### src/rtl/clk_meter_module.sv
// Frequency/period meter: counts rising edges of an asynchronous input over a
// fixed gate window of clkin cycles and reports the last full period seen.
module clk_meter_module #(
  parameter int SYS_FREQ    = 50_000_000,
  parameter int GATE_CYCLES = SYS_FREQ,
  parameter int CNT_W       = 32
) (
  input  logic             clkin,
  input  logic             rst_n,
  input  logic             en,
  input  logic             sig_in,
  output logic [CNT_W-1:0] freq_out,
  output logic [CNT_W-1:0] period_out,
  output logic             valid,
  output logic             no_signal,
  output logic             busy
);

  typedef enum logic [1:0] {
    IDLE = 2'd0,
    GATE = 2'd1,
    DONE = 2'd2
  } state_e;

  localparam logic [CNT_W-1:0] CNT_MAX   = '1;
  localparam logic [CNT_W-1:0] GATE_LAST = CNT_W'(GATE_CYCLES - 1);

  state_e state_q, state_d;

  logic             s1_q, s2_q, s3_q;
  logic             rise;
  logic [CNT_W-1:0] gate_cnt_q, gate_cnt_d;
  logic [CNT_W-1:0] edge_cnt_q, edge_cnt_d;
  logic [CNT_W-1:0] per_cnt_q, per_cnt_d;
  logic [CNT_W-1:0] last_per_q, last_per_d;
  logic [1:0]       win_rises_q, win_rises_d;
  logic             have_ref_q, have_ref_d;
  logic [CNT_W-1:0] edge_inc, per_inc;

  logic [CNT_W-1:0] freq_q, period_q;
  logic             valid_q, no_signal_q, busy_q;

  // NOTE: clocked state uses non-blocking assignments only, so every flop
  // samples the pre-edge value of every other flop.
  always_ff @(posedge clkin or negedge rst_n) begin
    if (!rst_n) begin
      s1_q <= 1'b0;
      s2_q <= 1'b0;
      s3_q <= 1'b0;
    end else begin
      s1_q <= sig_in;
      s2_q <= s1_q;
      s3_q <= s2_q;
    end
  end

  assign rise = s2_q & ~s3_q;

  always_ff @(posedge clkin or negedge rst_n) begin
    if (!rst_n) state_q <= IDLE;
    else        state_q <= state_d;
  end

  always_comb begin
    state_d = state_q;
    unique case (state_q)
      IDLE:    if (en) state_d = GATE;
      GATE: begin
        if (!en)                           state_d = IDLE;
        else if (gate_cnt_q == GATE_LAST)  state_d = DONE;
      end
      DONE:    state_d = en ? GATE : IDLE;
      default: state_d = IDLE;
    endcase
  end

  assign edge_inc = (edge_cnt_q == CNT_MAX) ? CNT_MAX : edge_cnt_q + 1'b1;
  assign per_inc  = (per_cnt_q  == CNT_MAX) ? CNT_MAX : per_cnt_q  + 1'b1;

  // NOTE: every _d signal gets a default before any branch so no latch is inferred.
  always_comb begin
    gate_cnt_d  = '0;
    edge_cnt_d  = edge_cnt_q;
    per_cnt_d   = per_cnt_q;
    last_per_d  = last_per_q;
    win_rises_d = win_rises_q;
    have_ref_d  = have_ref_q;

    if (state_q == GATE) begin
      gate_cnt_d = gate_cnt_q + 1'b1;
      if (rise) edge_cnt_d = edge_inc;
    end

    // DONE opens the next window; a rise seen here belongs to it.
    if (state_q == DONE) begin
      edge_cnt_d  = rise ? CNT_W'(1) : '0;
      win_rises_d = '0;
    end

    if (state_q != IDLE) begin
      per_cnt_d = per_inc;
      if (rise) begin
        if (have_ref_q) begin
          last_per_d  = per_inc;
          win_rises_d = (win_rises_d == 2'd2) ? 2'd2 : win_rises_d + 2'd1;
        end
        per_cnt_d  = '0;
        have_ref_d = 1'b1;
      end
    end

    if (state_d == IDLE) begin
      edge_cnt_d  = '0;
      per_cnt_d   = '0;
      win_rises_d = '0;
      have_ref_d  = 1'b0;
    end
  end

  // NOTE: every counter sits on the async reset; none of this is a memory array.
  always_ff @(posedge clkin or negedge rst_n) begin
    if (!rst_n) begin
      gate_cnt_q  <= '0;
      edge_cnt_q  <= '0;
      per_cnt_q   <= '0;
      last_per_q  <= '0;
      win_rises_q <= '0;
      have_ref_q  <= 1'b0;
    end else begin
      gate_cnt_q  <= gate_cnt_d;
      edge_cnt_q  <= edge_cnt_d;
      per_cnt_q   <= per_cnt_d;
      last_per_q  <= last_per_d;
      win_rises_q <= win_rises_d;
      have_ref_q  <= have_ref_d;
    end
  end

  // Results latch on the edge into DONE from the _d values, so a rise on the
  // final gate cycle is included and the new values line up with valid.
  always_ff @(posedge clkin or negedge rst_n) begin
    if (!rst_n) begin
      freq_q      <= '0;
      period_q    <= '0;
      no_signal_q <= 1'b0;
      valid_q     <= 1'b0;
      busy_q      <= 1'b0;
    end else begin
      busy_q  <= (state_d != IDLE);
      valid_q <= (state_d == DONE);
      if (state_d == DONE) begin
        freq_q      <= edge_cnt_d;
        period_q    <= (win_rises_d != 2'd0) ? last_per_d : '0;
        no_signal_q <= (edge_cnt_d == '0);
      end
    end
  end

  assign freq_out   = freq_q;
  assign period_out = period_q;
  assign valid      = valid_q;
  assign no_signal  = no_signal_q;
  assign busy       = busy_q;

endmodule

### config.mk
export PLATFORM = sky130hd
export DESIGN_NAME = clk_meter_module
export DESIGN_NICKNAME = d
export VERILOG_FILES = /design/src/rtl/clk_meter_module.sv
export SDC_FILE = /design/constraint.sdc
export NUM_CORES = 1
export LEC_CHECK = 0
export ABC_AREA = 1
export ABC_CLOCK_PERIOD_IN_PS = 2500
export CAP_MARGIN = 5
export CORE_MARGIN = 1.5
export CORE_UTILIZATION = 55
export DETAILED_ROUTE_END_ITERATION = 8
export MAX_ROUTING_LAYER = met4
export PLACE_DENSITY = 0.81
export SLEW_MARGIN = 20
export SYNTH_ARGS = -nofsm -noshare
export SYNTH_HDL_FRONTEND = slang
export SYNTH_SLANG_ARGS = --single-unit
### constraint.sdc
create_clock -name clkin -period 2.5 [get_ports clkin]
set_input_delay 0.375 -clock clkin [delete_from_list [all_inputs] [get_ports clkin]]
set_output_delay 0.375 -clock clkin [all_outputs]
set_load 0.01 [all_outputs]
# After elaboration in Yosys (flattened, before gate mapping)
# Index checks and enable logic that the tools add are counted.
# word_totals
regBits	203
wordCells	66
# op_classes
addsub	4
eq_ne	7
mux	29
bitwise	2
reduce_logical	9
# ops
op	count
$mux W32	14
$add A32 B1 Y32 const B	3
$eq A32 B32 Y1 const B	2
$eq A32 B26 Y1 const B	1
$logic_not A32 Y1	1
$mux W2	9
$reduce_bool A2 Y1	5
$eq A2 B2 Y1 const B	3
$pmux W2 S3	1
$mux W1	5
$logic_not A2 Y1	2
$add A2 B1 Y2 const B	1
$eq A2 B1 Y1 const B	1
$reduce_and A2 Y1	1
$and A1 B1 Y1	1
$not A1 Y1	1

# Depth between registers and ports, before layout
# Gate-level depths: netlist (run 1).
# logic_depth
word_depth	10
depth_mapped	17
mapped_depth_nobuf	17

# Worst setup path before layout (run 1)
# OpenSTA, ideal clock, no wires.
# synth_path
path_type	reg2reg
startpoint	register per_cnt_q[0]
endpoint	register period_q[1] (netlist: period_out[1])
setup_ns	0.128
t_arrival_ns	1.768
required_ns	2.372
path_slack_ns	0.604
stages_incl_launch_ff	13
period_less_slack_ns	1.896
path_cell_list	dfrtp_1 > ha_1 > nand3_2 > inv_1 > nand2_2 > nor2_4 > nand4_2 > nor2_2 > nand2_2 > clkinv_2 > or2_2 > o21ai_1 > o21ai_1
# synth_via
elab_chain_cells	6
word_cells_on_any_way	7
classes_between	add/sub (1); eq/ne (1); mux (5)
# synth_lines
element	line_no	text
start, declared	34	logic [CNT_W-1:0] per_cnt_q, per_cnt_d;
start signal, assigned	132	per_cnt_q <= per_cnt_d;
$add A32 B1 Y32 or $eq A32 B32 Y1 (tied branches)	78	assign per_inc = (per_cnt_q == CNT_MAX) ? CNT_MAX : per_cnt_q + 1'b1;
$mux W32 (*)	78	
$mux W32 (*)	103	if (have_ref_q) begin
$mux W32 (*)	102	if (rise) begin
$mux W32 (*)	100	if (state_q != IDLE) begin
$mux W32 (*)	153	period_q <= (win_rises_d != 2'd0) ? last_per_d : '0;
end signal, assigned	153	
end, declared	40	logic [CNT_W-1:0] freq_q, period_q;
# Mark *: on every way between the ends. The rest lies on a longest branch, timed or not.
# A chain may end at the register's enable or synchronous reset.

# Worst setup path after layout (run 1)
# layout_path
startpoint	register edge_cnt_q[0]
endpoint	register no_signal_q (netlist: no_signal)
# layout_via
elab_chain_cells	7
word_cells_on_any_way	8
classes_between	add/sub (1); eq/ne (1); mux (5); reduce/logical (1)
# layout_lines
element	line_no	text
start, declared	33	logic [CNT_W-1:0] edge_cnt_q, edge_cnt_d;
start signal, assigned	131	edge_cnt_q <= edge_cnt_d;
$add A32 B1 Y32 or $eq A32 B32 Y1 (tied branches)	77	assign edge_inc = (edge_cnt_q == CNT_MAX) ? CNT_MAX : edge_cnt_q + 1'b1;
$mux W32	77	
$mux W32	91	if (rise) edge_cnt_d = edge_inc;
$mux W32 (*)	89	if (state_q == GATE) begin
$mux W32 (*)	95	if (state_q == DONE) begin
$mux W32 (*)	112	if (state_d == IDLE) begin
$logic_not A32 Y1 (*)	154	no_signal_q <= (edge_cnt_d == '0);
end signal, assigned	154	
end, declared	41	logic valid_q, no_signal_q, busy_q;
# Marked as above.

==> results by stage, run 1 <==
Worst hold path:
- The hold path depth is 1.
- In this run the most critical hold path is launched from sig_in.
- The path class of the tightest hold or removal check is in2reg.
- The end of the worst hold path is s1_q.

Synthesis:
- The cell count after synthesis is 1338.
- By area the synthesized netlist is led by dfrtp_1, nand2_1, inv_1.
- The biggest area contributor in the post-synthesis netlist is dfrtp_1.
- For this run, the number of Yosys warnings is 0.
- Sorting the synthesized cells by how often they occur yields nand2_1, dfrtp_1, inv_1.
- Of the synthesized area, sequential elements account for 49.1%.
- Counting flops with a built-in enable in the synthesized netlist gives 0.
- Summed over its instances, the top area cell type makes up 49.1% of the synthesized netlist area.
- In the synthesized netlist the dominant register cell turns out to be dfrtp_1.
- Summing every instance area after synthesis gives 0.0103 mm^2.
- The number of storage elements in the synthesis netlist is 203.
- Of all flip-flops after synthesis, the portion carrying an async set or reset was 100%.
- Synthesis instantiated 49 different standard cells from the library.
- The average size of a mapped cell is 7.74 um^2.
- The net count of the mapped netlist is 1346.
- The most common cell in the synthesized netlist is nand2_1.

Floorplan:
- After floorplanning, the core was divided into 49 placement rows.
- The area of the core region is 0.0182 mm^2.
- The die covers 0.0197 mm^2.
- 71 I/O pins were placed.
- Once the floorplan was initialized, standard cells occupied 56.8% of the core.
- From left edge to right edge, the die measures 140 um.
- The die outline height is 140 um.

Detailed routing:
- The average wire per cell in the routed design is 15.5 um.
- The detailed-routing iteration count for the pre-antenna-repair pass is 6.
- The violation count after the first detailed-routing iteration is 753.
- For this block, the routed nets add up to 25.9 mm of wire.
- The via count of the routed design is 9093.
- The count of nets left with antenna violations once routing finished came out at 0.
- After detailed routing, the number of remaining DRC violations is 0.
- Using the TritonRoute via totals, the vias-per-cell ratio works out to 5.43.

STA:
- The final count of hold timing violations is 0.
- The worst path uses 91.3% of the clock period.
- The final setup violation count is 0.
- The time the worst path needs with I/O delays and setup is 2280 ps.
- Timing would allow up to 438 MHz.
- Between clock sinks in the finished design, the worst skew comes to 9.07 ps.
- Measured against its own limit, the worst slew margin works out to 43.6%.
- The slew at the pin with the worst max-slew slack is 845 ps.
- The final sum of negative setup slack is 0 ps.
- Setup repair after global routing left no endpoint under its margin.
- The final count of pins violating max slew is 0.
- The worst-case hold slack is 304 ps.

Setup path:
- The worst setup path is launched from a flip-flop.
- The register-to-register path setup slack is 220 ps.
- At the worst endpoint, the required time is 2900 ps.
- Walking the worst path, the cells encountered are ha_1 > nand2_1 > nor2_1 > nand2_1 > nor2_2 > nand4_4 > buf_4 > nand2_1 > nand3_1 > nand2_1 > nor2_1 > nand2_1 > nor2_1 > nand2_1 > nand2_1.
- The sort of element at the end of the critical path is a flip-flop.
- The kind of critical path is reg2reg.
- The cell with the largest stage delay on the worst path is dfrtp_1.
- The cell depth of the worst flop-to-flop path is 15.
- Along the worst path, the maximum fanout reaches 17.
- The most critical setup path has its startpoint at edge_cnt_q[0].
- In this design, the critical path's most frequently occurring cell is nand2_1.
- The beginning of the worst register-to-register path is edge_cnt_q[0].
- The delay of the slowest critical-path stage is 400 ps.
- Data arrives at the worst endpoint at 2680 ps.
- In this run the critical register-to-register path is captured at no_signal.

Global route:
- The initial antenna violation count is 0.
- In the global route stage, overall resource usage came out at 28.0%.
- The number of global-route vias before repair was 8615.
- The first global-routing pass estimated 43.1 mm of wire.
- After global routing the overflow that remains totals 0.
- Entering global routing, the biggest net connects 68 pins.

Layout:
- The area growth from synthesis to layout is 18.4%.
- The final layout contains 1440 nets.
- The fraction of layout cells with a size suffix above 1 is 9.81%.
- Measured on the finished design, the core utilization comes to 67.3%.
- The number of antenna cells inserted is 0.

Clocking:
- The buffers inserted during post-CTS setup optimization is 0.
- In this run, CTS created clock tree buffers numbering 22.
- The tree is rooted in a clkbuf_16.
- The total clock sinks is 203.
- After clock tree synthesis, the clock-pin slew on the worst setup and hold paths is 70 ps.
- The later-pin clock latency in the skew report is 510 ps.
- TritonCTS built the clock tree.
- Counting along the longest clock path gives a buffer depth of 3.
- The number of H-tree branching levels is 1.

Place:
- The number of I/O port buffers is 70.
- The detailed placement HPWL is 18.3 mm.
- The placer's final routability congestion estimate is 1.01.

Job:
- Max-cap violations in this run came to 0.

Power:
- The leakage component of the power is 5.98 nW.
- Across the VDD grid, the largest voltage drop is 532 uV.
- The total power density per cell area is 587 mW/mm^2.

Status:
- The run finished with clean final reports.
[worst max path at each step]
stage,slack (ps),cells after the start,to
5_1_grt,30,15,no_signal
4_1_cts,230,15,no_signal
2_1_floorplan,600,12,period_out[1]
3_5_place_dp,260,15,no_signal
6_report,220,15,no_signal
3_3_place_gp,270,6,per_cnt_q[13]
[cells in the final DEF, fill, tap and decap left out, types with 6 or more instances in the layout]
master and n:
nand2_1 326, dfrtp_1 203, inv_1 186, nor2_1 160
nand3_1 78, clkdlybuf4s50_1 69, o21ai_0 63, a21oi_1 53
nor3_1 45, o21ai_1 29, buf_4 28, nand4_1 26
clkbuf_16 23, or2_2 20, xor2_1 12, nor2_2 11
nor4_1 10, nand3b_1 9, nand3_2 7, o22ai_1 7
inv_2 6, nor2_4 6, clkinv_2 6, buf_12 6
[stage by stage]
step / power, mW / instances / setup WS (ps) / instance area [um^2]
4_1_cts: 7.25 / 1676 / 235 / 12200
6_report: 7.19 / 1676 / 218 / 12200
3_5_place_dp: 3.94 / 1636 / 262 / 11500
2_1_floorplan: 3.76 / 1338 / 604 / 10300
5_1_grt: 7.45 / 1676 / 33.8 / 12200
3_3_place_gp: 3.92 / 1636 / 274 / 11500
[worst max-delay path: cells and delay by family (launching register included)]
family | cells | cell delay (ps)
flip-flops | 1 | 400
AND/OR/NAND/NOR | 13 | 1360
buffers and inverters | 1 | 230
adder cells (fa/ha/maj) | 1 | 190
[routing by layer]
layer	vias to the layer above	track usage (%)	part of all wire [%]
li1	4466	-	-
met1	4251	40.2	47
met2	321	41.1	44
met3	55	4.34	6.7
met4	0	8.25	2.6
met5	-	-	0
[cell type report]
| class | instances | area, um^2 |
|---|---|---|
| Clock buffer | 26 | 607 |
| Sequential cell | 203 | 5080 |
| Clock inverter | 13 | 135 |
| Multi-Input combinational cell | 906 | 4370 |
| Fill cell | 1484 | 5960 |
| Tap cell | 229 | 287 |
| Timing Repair Buffer | 105 | 1040 |
| Inverter | 194 | 731 |
[kinds of logic after synthesis]
| family | after synthesis | share of synthesized area (%) |
|---|---|---|
| AND/OR/NAND/NOR | 713 | 31.0 |
| adder cells (fa/ha/maj) | 4 | 0.484 |
| buffers and inverters | 229 | 8.85 |
| flip-flops | 203 | 49.1 |
| AO/OA/AOI/OAI | 174 | 9.32 |
| XOR/XNOR | 14 | 1.18 |
| multiplexers | 1 | 0.109 |
[what timing repair did]
| action | 4_1_cts | 5_1_grt |
|---|---|---|
| hold endpoints to repair | 61 | 0 |
| hold buffers | 1 | 0 |
| resized for setup | 0 | 0 |
[registers in the layout, indices dropped and copies added (netlist names), 2 cells and up]
signal and count:
period_out 32, last_per_q 32, gate_cnt_q 32, per_cnt_q 32
state_q 2, edge_cnt_q 32, win_rises_q 2, freq_out 32
[report_power, final]
group          switching, mW  internal [mW]
registers             0.0392           3.42
clock network           1.36           1.95
logic                  0.273          0.151
No activity file was read; power rests on OpenSTA's default activity.
==> run 2, diff against run 1 <==
--- a/config.mk
+++ b/config.mk
@@ -11,6 +11,7 @@
 export CORE_MARGIN = 1.5
 export CORE_UTILIZATION = 55
 export DETAILED_ROUTE_END_ITERATION = 8
+export GPL_ROUTABILITY_DRIVEN = 0
 export MAX_ROUTING_LAYER = met4
 export PLACE_DENSITY = 0.81
 export SLEW_MARGIN = 20
==> results by stage, run 2 (synthesis gave the netlist of run 1 again) <==
STA:
- The share of the clock period used by the worst path is 91.2%.
- The final count of hold timing violations is 0.
- Setup slack closes at 220 ps.
- In this run the tightest slew margin relative to its limit is 45.8%.
- The top achievable clock speed is 439 MHz.
- The final count of pins violating max slew is 0.
- The largest clock skew in the final design is 7.71 ps.
- Setup violations remaining at the end of the flow were counted as 0.
- For the final routed database, the setup TNS stands at 0 ps.
- The worst path in the final design needs a cycle of 2280 ps, including I/O delays and setup.
- The slew at the pin with the worst max-slew slack is 812 ps.

Layout:
- The area growth from synthesis to layout is 19.6%.
- The post-route netlist has 10.2% of its cells at a drive strength greater than 1.
- The number of antenna cells inserted is 0.
- The area taken by multi-input logic gates is 0.00437 mm^2.
- The library cell used most frequently in the layout, excluding fill and tap cells, is nand2_1.
- In the layout the commonest cells are nand2_1, dfrtp_1, inv_1.
- In the final layout, flip-flops and latches occupy 0.00508 mm^2.
- The layout net count is 1444.
- After filler insertion, the fill cell instance count of the layout stands at 1453.
- Excluding fillers, the count of instances in the completed layout stands at 1681.

Clocking:
- The number of H-tree branching levels is 1.
- The later pin in the worst-skew pair is clocked with a latency of 510 ps.
- The maximum buffer depth of the clock tree is 3.
- Buffers inserted during clock tree synthesis total 22.
- After clock tree synthesis, the clock-pin slew on the worst setup and hold paths is 60 ps.
- The clock tree from TritonCTS is done.
- The master cell of the clock root buffer is clkbuf_16.
- CTS saw 203 sinks.

Global route:
- The initial antenna violation count is 0.
- Summed over all layers, the global routing overflow is 0.
- The maximum number of pins on one net before global-route repair is 73.
- The number of global-route vias before repair is 8754.
- The global-route wire length before repair is 43.1 mm.
- The global-route usage over all layers is 27.7%.

Detailed routing:
- The antenna violation net count after detailed routing is 0.
- After the first detailed-routing iteration, the DRC count stood at 884.
- Dividing the detail-routed wire length by the instance count gives 15.3 um.
- The final route contains 9219 vias.
- The detailed router put a total of 11.5 mm of wire on met1.
- Summed over all nets, wire length on met2 after detailed routing comes to 11.8 mm.
- For this run, design rule violations remaining after detail routing come to 0.
- In the routed layout, each cell is associated on average with a via count of 5.48.
- The total wirelength of the detailed-routed design is 25.8 mm.
- For this run, the detailed router's first-pass iteration total came to 5.
- The met3 wirelength from detailed routing is 1.78 mm.
- Routed signal wires occupy layers up through met4.

Setup path:
- Counting cells, the worst reg-to-reg path comes to 7.
- The most numerous cell type found on the critical path is nor2_1.
- The family with the most delay on the worst path is compound AO/OA/AOI/OAI gates.
- The sum of buffers and inverters on the critical path is 1.
- The register-to-register path setup slack is 220 ps.
- The worst setup path is launched from a flip-flop.
- The arrival time at the worst endpoint is 2660 ps.
- The worst setup path is captured at a flip-flop.
- The maximum fanout count along the critical path is 14.
- At the worst endpoint, the required time is 2880 ps.
- The capture instance of the worst register-to-register path is period_out[15].
- In this run the critical register-to-register path is launched from state_q[0].
- The largest single stage delay on the critical path is 460 ps.
- Traced cell by cell, the critical path runs through nor2_1 > nor3_4 > a21oi_1 > nor2_1 > o21ai_4 > buf_4 > o21ai_1.
- The kind of critical path is reg2reg.
- The cell with the largest stage delay on the worst path is nor2_1.

Floorplan:
- The number of rows created at floorplan is 49.
- The number of placed I/O pins is 71.
- The die outline area is 0.0197 mm^2.
- The initial cell density of the core is 56.8%.
- Measured along the x axis, the die boundary spans 140 um.
- From bottom edge to top edge, the die measures 140 um.
- The area of the core region is 0.0182 mm^2.

Place:
- The detailed placement HPWL is 18.4 mm.
- The worst slack at placement is 245 ps.
- In this run, placement finished with an instance count of 1633.
- The count of buffers added on input and output ports is 70.

Worst hold path:
- The worst hold path startpoint is sig_in.
- The worst hold path belongs to the class in2reg.
- The path with the worst hold slack has its endpoint at s1_q.
- The hold path depth is 1.

Job:
- Across the run, the number of max-cap violations was 0.

Power:
- The highest ir drop seen on vdd is 614 uV.
- The analysis attributes to cell leakage a power of 6.06 nW.
- The total power density per cell area is 611 mW/mm^2.

Status:
- The flow ran to the end, and the final reports show no timing, DRC or antenna violations.
## run 2: cell types whose count changed in the layout (fill, tap and decap cells not counted)
cell	change
clkinvlp_4	-4
nand2_1	-1
buf_4	+4
bufinv_16	+3
clkbuf_8	+3
nand2_2	+1
clkinv_4	-1
## run 2: worst max-delay path by stage
stage / start / slack, ps / to / cells past startpoint
2_1_floorplan: per_cnt_q[0] / 600 / period_out[1] / 12
3_3_place_gp: state_q[0] / 260 / period_out[19] / 7
3_5_place_dp: s3_q / 250 / period_out[15] / 9
4_1_cts: s3_q / 230 / period_out[15] / 9
5_1_grt: edge_cnt_q[0] / -4 / no_signal / 15
6_report: state_q[0] / 220 / period_out[15] / 7
## run 2: area by class of cell
class                      instances  share of cell area, %
sequential                       203                   41.1
multi-input combinational        906                   35.3
timing repair buffer             109                   8.69
inverter                         194                   5.90
clock buffer                      29                   5.24
tap                              229                   2.32
clock inverter                    11                   1.51
## run 2: where the power goes
part	total [mW]	switching [mW]	internal [mW]
logic	0.425	0.278	0.147
registers	3.46	0.0457	3.42
clock network	3.67	1.33	2.34
## run 2: per-stage QoR
stage | total power [mW] | cell area, um^2 | hold slack, ps | utilization (%)
6_report | 7.56 | 12400 | 309 | 68.0
3_5_place_dp | 3.94 | 11500 | 387 | 63.0
4_1_cts | 7.61 | 12300 | 299 | 67.7
3_3_place_gp | 3.92 | 11500 | 389 | 63.0
5_1_grt | 7.81 | 12400 | 315 | 68.0
2_1_floorplan | 3.76 | 10300 | 79.4 | -
## run 2: worst register-to-register path: stages (launching register included)
cell and delay (ps):
dfrtp_1 430, nor2_1 460, nor3_4 130, a21oi_1 220, nor2_1 110, o21ai_4 390, buf_4 310, o21ai_1 110
## run 2: metal layers
| layer | vias up | global-route usage, % |
|---|---|---|
| li1 | 4477 | - |
| met2 | 397 | 42.8 |
| met1 | 4291 | 38.2 |
| met4 | 0 | 8.53 |
| met3 | 54 | 3.79 |
| met5 | - | - |
## run 2: repair_timing
item | in CTS | in global routing
buffers inserted | 0 | 7
hold endpoints to repair | 68 | 0
endpoints found under the setup margin | 0 | 1
resized for setup | 0 | 1
hold buffers | 1 | 0
